### src/rtl/score_keeper_pkg.sv
// Shared game-state codes and a saturating counter helper for score_keeper
// and the display stages that decode its state bus.
package score_keeper_pkg;

    localparam logic [2:0] IDLE  = 3'd0;
    localparam logic [2:0] PLAY  = 3'd1;
    localparam logic [2:0] PAUSE = 3'd2;
    localparam logic [2:0] WIN   = 3'd3;
    localparam logic [2:0] LOSE  = 3'd4;

    function automatic logic [3:0] sat_inc(input logic [3:0] value, input logic [3:0] limit);
        return (value >= limit) ? limit : value + 4'd1;
    endfunction

endpackage

### src/rtl/score_keeper_if.sv
// Key/target inputs and state/counter outputs of the score keeper.
interface score_keeper_if #(
    parameter int N_KEYS = 4
);

    logic              start_key;
    logic              pause_key;
    logic [N_KEYS-1:0] hit_key;
    logic [N_KEYS-1:0] target;
    logic [2:0]        state;
    logic [3:0]        score;
    logic [3:0]        miss;
    logic              hit_pulse;
    logic              miss_pulse;

    modport master (
        output start_key, pause_key, hit_key, target,
        input  state, score, miss, hit_pulse, miss_pulse
    );

    modport slave (
        input  start_key, pause_key, hit_key, target,
        output state, score, miss, hit_pulse, miss_pulse
    );

endinterface

### src/rtl/score_keeper_key_edge.sv
// Registers a debounced key vector and emits a registered one-cycle strobe
// per rising edge, so a held key yields exactly one press.
module score_keeper_key_edge #(
    parameter int W = 1
) (
    input  logic         clk,
    input  logic         rst,
    input  logic [W-1:0] key_i,
    output logic [W-1:0] press_o
);

    logic [W-1:0] key_q;
    logic [W-1:0] press_q;

    // NOTE: flops use non-blocking assignments so every register samples pre-edge values.
    always_ff @(posedge clk or negedge rst) begin
        if (!rst) begin
            key_q   <= '0;
            press_q <= '0;
        end else begin
            key_q   <= key_i;
            press_q <= key_i & ~key_q;
        end
    end

    assign press_o = press_q;

endmodule

### src/rtl/score_keeper.sv
// Game FSM plus hit/miss judging of key presses against the target lamps.
// Presses arrive one clock late, so they are judged against target_q.
module score_keeper
    import score_keeper_pkg::*;
#(
    parameter int WIN_SCORE = 9,
    parameter int MAX_MISS  = 5,
    parameter int N_KEYS    = 4
) (
    input logic           clk,
    input logic           rst,
    score_keeper_if.slave bus
);

    localparam logic [3:0] WIN_LIM  = 4'(WIN_SCORE);
    localparam logic [3:0] MISS_LIM = 4'(MAX_MISS);

    logic              start_p;
    logic              pause_p;
    logic [N_KEYS-1:0] hit_p;

    logic [2:0]        state_q, state_d;
    logic [3:0]        score_q, score_d;
    logic [3:0]        miss_q, miss_d;
    logic              hit_pulse_q, hit_pulse_d;
    logic              miss_pulse_q, miss_pulse_d;
    logic              judged_q, judged_d;
    logic [N_KEYS-1:0] target_q;

    logic new_win, judging, hit_ev, wrong_ev, expire_ev, go_play;

    score_keeper_key_edge #(.W(1)) u_start_edge (
        .clk(clk), .rst(rst), .key_i(bus.start_key), .press_o(start_p)
    );
    score_keeper_key_edge #(.W(1)) u_pause_edge (
        .clk(clk), .rst(rst), .key_i(bus.pause_key), .press_o(pause_p)
    );
    score_keeper_key_edge #(.W(N_KEYS)) u_hit_edge (
        .clk(clk), .rst(rst), .key_i(bus.hit_key), .press_o(hit_p)
    );

    always_comb begin
        // NOTE: every signal written here gets a default first, so no latch can be inferred.
        new_win   = (bus.target != target_q);
        judging   = (state_q == PLAY) && (score_q != WIN_LIM) && (miss_q != MISS_LIM);
        hit_ev    = judging && !judged_q && (|(hit_p & target_q));
        wrong_ev  = judging && (|(hit_p & ~target_q));
        // A closing window that is hit in its final cycle is not also an expiry.
        expire_ev = judging && !judged_q && (|target_q) && new_win && !hit_ev;

        state_d      = state_q;
        score_d      = hit_ev ? sat_inc(score_q, WIN_LIM) : score_q;
        miss_d       = (wrong_ev || expire_ev) ? sat_inc(miss_q, MISS_LIM) : miss_q;
        hit_pulse_d  = hit_ev;
        miss_pulse_d = wrong_ev || expire_ev;
        judged_d     = new_win ? 1'b0 : (judged_q || hit_ev);
        go_play      = 1'b0;

        case (state_q)
            IDLE:      go_play = start_p;
            PLAY: begin
                if (score_q == WIN_LIM)      state_d = WIN;
                else if (miss_q == MISS_LIM) state_d = LOSE;
                else if (pause_p)            state_d = PAUSE;
            end
            PAUSE: begin
                if (start_p)      state_d = IDLE;
                else if (pause_p) state_d = PLAY;
            end
            WIN, LOSE: go_play = start_p;
            default:   state_d = IDLE;
        endcase

        if (go_play) begin
            state_d  = PLAY;
            score_d  = '0;
            miss_d   = '0;
            judged_d = 1'b0;
        end
    end

    always_ff @(posedge clk or negedge rst) begin
        if (!rst) begin
            state_q      <= IDLE;
            score_q      <= '0;
            miss_q       <= '0;
            hit_pulse_q  <= 1'b0;
            miss_pulse_q <= 1'b0;
            judged_q     <= 1'b0;
            target_q     <= '0;
        end else begin
            state_q      <= state_d;
            score_q      <= score_d;
            miss_q       <= miss_d;
            hit_pulse_q  <= hit_pulse_d;
            miss_pulse_q <= miss_pulse_d;
            judged_q     <= judged_d;
            target_q     <= bus.target;
        end
    end

    assign bus.state      = state_q;
    assign bus.score      = score_q;
    assign bus.miss       = miss_q;
    assign bus.hit_pulse  = hit_pulse_q;
    assign bus.miss_pulse = miss_pulse_q;

endmodule

### src/flat_wrapper.sv
// flat-port wrapper written by rule: the top's interface ports become plain ports
module score_keeper_flat import score_keeper_pkg::*;
#(
    parameter int WIN_SCORE = 9,
    parameter int MAX_MISS  = 5,
    parameter int N_KEYS    = 4
)
  (clk, rst, bus_start_key, bus_pause_key, bus_hit_key, bus_target, bus_state, bus_score, bus_miss, bus_hit_pulse, bus_miss_pulse);
  score_keeper_if #(.N_KEYS(N_KEYS)) bus_i ();
  input logic clk;
  input logic rst;
  input wire logic [$bits(bus_i.start_key)-1:0] bus_start_key;
  input wire logic [$bits(bus_i.pause_key)-1:0] bus_pause_key;
  input wire logic [$bits(bus_i.hit_key)-1:0] bus_hit_key;
  input wire logic [$bits(bus_i.target)-1:0] bus_target;
  output wire logic [$bits(bus_i.state)-1:0] bus_state;
  output wire logic [$bits(bus_i.score)-1:0] bus_score;
  output wire logic [$bits(bus_i.miss)-1:0] bus_miss;
  output wire logic [$bits(bus_i.hit_pulse)-1:0] bus_hit_pulse;
  output wire logic [$bits(bus_i.miss_pulse)-1:0] bus_miss_pulse;
  assign bus_i.start_key = bus_start_key;
  assign bus_i.pause_key = bus_pause_key;
  assign bus_i.hit_key = bus_hit_key;
  assign bus_i.target = bus_target;
  assign bus_state = bus_i.state;
  assign bus_score = bus_i.score;
  assign bus_miss = bus_i.miss;
  assign bus_hit_pulse = bus_i.hit_pulse;
  assign bus_miss_pulse = bus_i.miss_pulse;
  score_keeper #(.WIN_SCORE(WIN_SCORE), .MAX_MISS(MAX_MISS), .N_KEYS(N_KEYS)) u_core (.clk(clk), .rst(rst), .bus(bus_i));
endmodule
### config.mk
export PLATFORM = sky130hd
export DESIGN_NAME = score_keeper_flat
export DESIGN_NICKNAME = d
export VERILOG_FILES = /design/src/rtl/score_keeper_pkg.sv /design/src/rtl/score_keeper_if.sv /design/src/rtl/score_keeper_key_edge.sv /design/src/rtl/score_keeper.sv /design/src/flat_wrapper.sv
export SDC_FILE = /design/constraint.sdc
export NUM_CORES = 1
export LEC_CHECK = 0
export CAP_MARGIN = 20
export CORE_ASPECT_RATIO = 1.2
export CORE_UTILIZATION = 50
export CTS_BUF_LIST = sky130_fd_sc_hd__clkbuf_16
export DETAILED_ROUTE_END_ITERATION = 16
export GPL_TIMING_DRIVEN = 0
export MAX_ROUTING_LAYER = met4
export PLACE_DENSITY = 0.86
export SYNTH_ARGS = -nofsm -noshare
export SYNTH_HDL_FRONTEND = slang
export SYNTH_SLANG_ARGS = --single-unit
### constraint.sdc
create_clock -name clk -period 2.8 [get_ports clk]
set_input_delay 0.56 -clock clk [delete_from_list [all_inputs] [get_ports clk]]
set_output_delay 0.56 -clock clk [all_outputs]
set_load 0.05 [all_outputs]
==> flow_summary.toml <==
[outcome]
status = "complete, no violations"

[place]
portBuffers = 24
dpl_cell_area_um2 = 1650
place.gp.congestion = 0.855
dp_cells = 177
hpwl_um = 1870
place_ws_ps = 173

[setup_path]
critical_path_class = "in -> reg"
worstSetupStartpointType = "input port"
worst_setup_path_end_kind = "flip-flop"
r2r_cells = 8
path_max_fanout = 5
arrival_ps = 2550
crit_required_ps = 2990

[yosys]
ys_seq_area_share_pct = 55.7
netlist_instances = 119
async_reset_ff_share_pct = 100
synth_nets = 137
ys_ff_latch = 30
synth_top_cell_by_area = "dfrtp_1"
yosys_most_used_dff = "dfrtp_1"
synth_top_area_share_pct = 55.7
synth_area_um2 = 1350
yosysWarnings = 0
synth.distinct_cells = 41
synth-edff-count = 0
synth_area_per_cell_um2 = 11.3
ys_top_cells_by_area = "dfrtp_1, ha_1, nor2b_1"

[grt]
grt_pass1_vias = 1017
grt_start_max_net_pins = 19
overflow = 0
antenna_found_initial = 0
grt_use_total_pct = 21.1
grt_pass1_wl_um = 4250

[run]
max-cap-violations = 0

[clock_network]
hold_buffers = 0
htree_levels = 2
cts_buffers = 5
clkSlewWorstSetupHoldPaths_ps = 50
root_buffer = "clkbuf_16"
ctsResizeCount = 0
cts_buffer_depth = 2
cts_tree = "built"
clkLatencyLatePin_ps = 270
cts_num_sinks = 30
postCtsSetupRepairBufs = 0

[final_layout]
antenna_cells = 0
nets = 169
layout_commonest_cell = "dfrtp_1"
final_area_um2 = 1780
fin_cells = 185
layout_common_cells = "dfrtp_1, clkdlybuf4s50_1, inv_1, nor2b_1"
drive_above_1_share_pct = 7.24
area_growth_pct = 32.2

[floorplan]
core.rowCount = 20
die_area_um2 = 2910
coreArea_um2 = 2550
die_w_um = 49.4
initial_utilization_pct = 52.8
io_pins = 25
fp.dieH_um = 58.9

[routing]
drt_iter0_drc = 18
drc = 0
vias = 1029
wirelength_um = 2560
drtPass1Iterations = 4
viasPerCell = 5.56
avgRoutedWirePerCell_um = 13.8
antenna_left = 0

[timing]
max_freq_mhz = 424
setup_viol = 0
report.final.slew_viol_count = 0
finClkSkew_ps = 3.90
min_period_ps = 2360
relSlewSlack_pct = 46.2
fin_ws_ps = 440
finalCritPeriodShare_pct = 84.3
tightest_slew_ps = 804
tns_ps = 0
rsz0062_at_grt = "no"
hold_viol_final = 0

[pwr]
max-vdd-ir-drop_v = 0.000605
power.density_nw_per_um2 = 1040
p_leak_nw = 0.789

[worst_hold_path]
holdCritPathClass = "reg -> reg"
whs_path_depth = 1
==> cell families (layout without fill, tap and decap cells) <==
group,Yosys count,in the layout,synth area share (%)
AOI/OAI and AO/OA,25,25,13.1
muxes,1,1,0.742
adders and majority gates,6,6,5.57
and+or+nand+nor,41,41,18.0
xor gates and xnor gates,5,5,3.25
DFF,30,30,55.7
buffers and inverters,11,44,3.71
==> power breakdown <==
group	switching, W	internal (W)	total [W]
Combinational	0.000478	0.000288	0.000766
Sequential	0.0000857	0.000512	0.000598
Clock	0.000166	0.000319	0.000485
Total	0.000729	0.00112	0.00185
==> area by class of cell <==
cell class | instances | area [um2]
Clock inverter | 3 | 12.5
Buffer | 2 | 11.3
Timing Repair Buffer | 25 | 255
Multi-Input combinational cell | 78 | 548
Fill cell | 195 | 769
Tap cell | 33 | 41.3
Inverter | 9 | 38.8
Sequential cell | 30 | 751
Clock buffer | 5 | 125
==> sequential cells by signal, summed over array words and instances (netlist names) <==
signal and cells:
u_core.u_hit_edge.press_o 4, u_core.bus.miss_pulse 1, u_core.u_start_edge.key_q 1, u_core.u_pause_edge.press_o 1
u_core.bus.state 3, u_core.judged_q 1, u_core.bus.miss 4, u_core.bus.score 4
u_core.u_start_edge.press_o 1, u_core.u_hit_edge.key_q 4, u_core.u_pause_edge.key_q 1, u_core.bus.hit_pulse 1
u_core.target_q 4
==> synth_stat cells, types with 3 or more instances <==
cell type / count
and2_1: 3
inv_1: 8
nand2_1: 6
ha_1: 6
a21oi_1: 6
nor2_1: 5
nand3_1: 3
nor2b_1: 9
dfrtp_1: 30
xor2_1: 4
==> stage by stage <==
stage	power (W)	hold slack (ps)	util (%)
6_report	0.00185	383	69.9
4_1_cts	0.00185	388	69.9
3_3_place_gp	0.00132	384	63.9
5_1_grt	0.00195	398	69.9
2_1_floorplan	0.00112	264	-
3_5_place_dp	0.00136	382	64.5
==> layer usage <==
layer	share of wire, %	vias to the layer above	track usage (%)	wire length (um)
met4	2.0	0	12.2	52
met1	39	508	20.5	989
met3	4.7	6	7.24	121
met5	0	-	-	0
met2	54	32	36.6	1390
li1	-	483	-	-
==> worst paths after layout <==
check	from	end	slack (ps)
min in group asynchronous	rst	u_core.bus.state[2]$_DFFE_PN0P_	760
max in group asynchronous	rst	u_core.u_hit_edge.key_q[2]$_DFF_PN0_	1490
min reg2reg	u_core.u_pause_edge.key_q$_DFF_PN0_	u_core.u_pause_edge.press_o$_DFF_PN0_	380
max	bus_target[3]	u_core.bus.miss[3]$_DFFE_PN0P_	440
min	u_core.u_pause_edge.key_q$_DFF_PN0_	u_core.u_pause_edge.press_o$_DFF_PN0_	380
max reg2reg	u_core.bus.score[1]$_DFFE_PN0P_	u_core.bus.score[2]$_DFFE_PN0P_	580
==> worst max-delay path: stages <==
cell	delay [ps]
clkdlybuf4s50_1	490
xor2_1	160
nor4_1	80
o41ai_1	600
and2_1	210
clkbuf_1	220
mux2i_1	230
No activity file was read; power rests on OpenSTA's default activity.
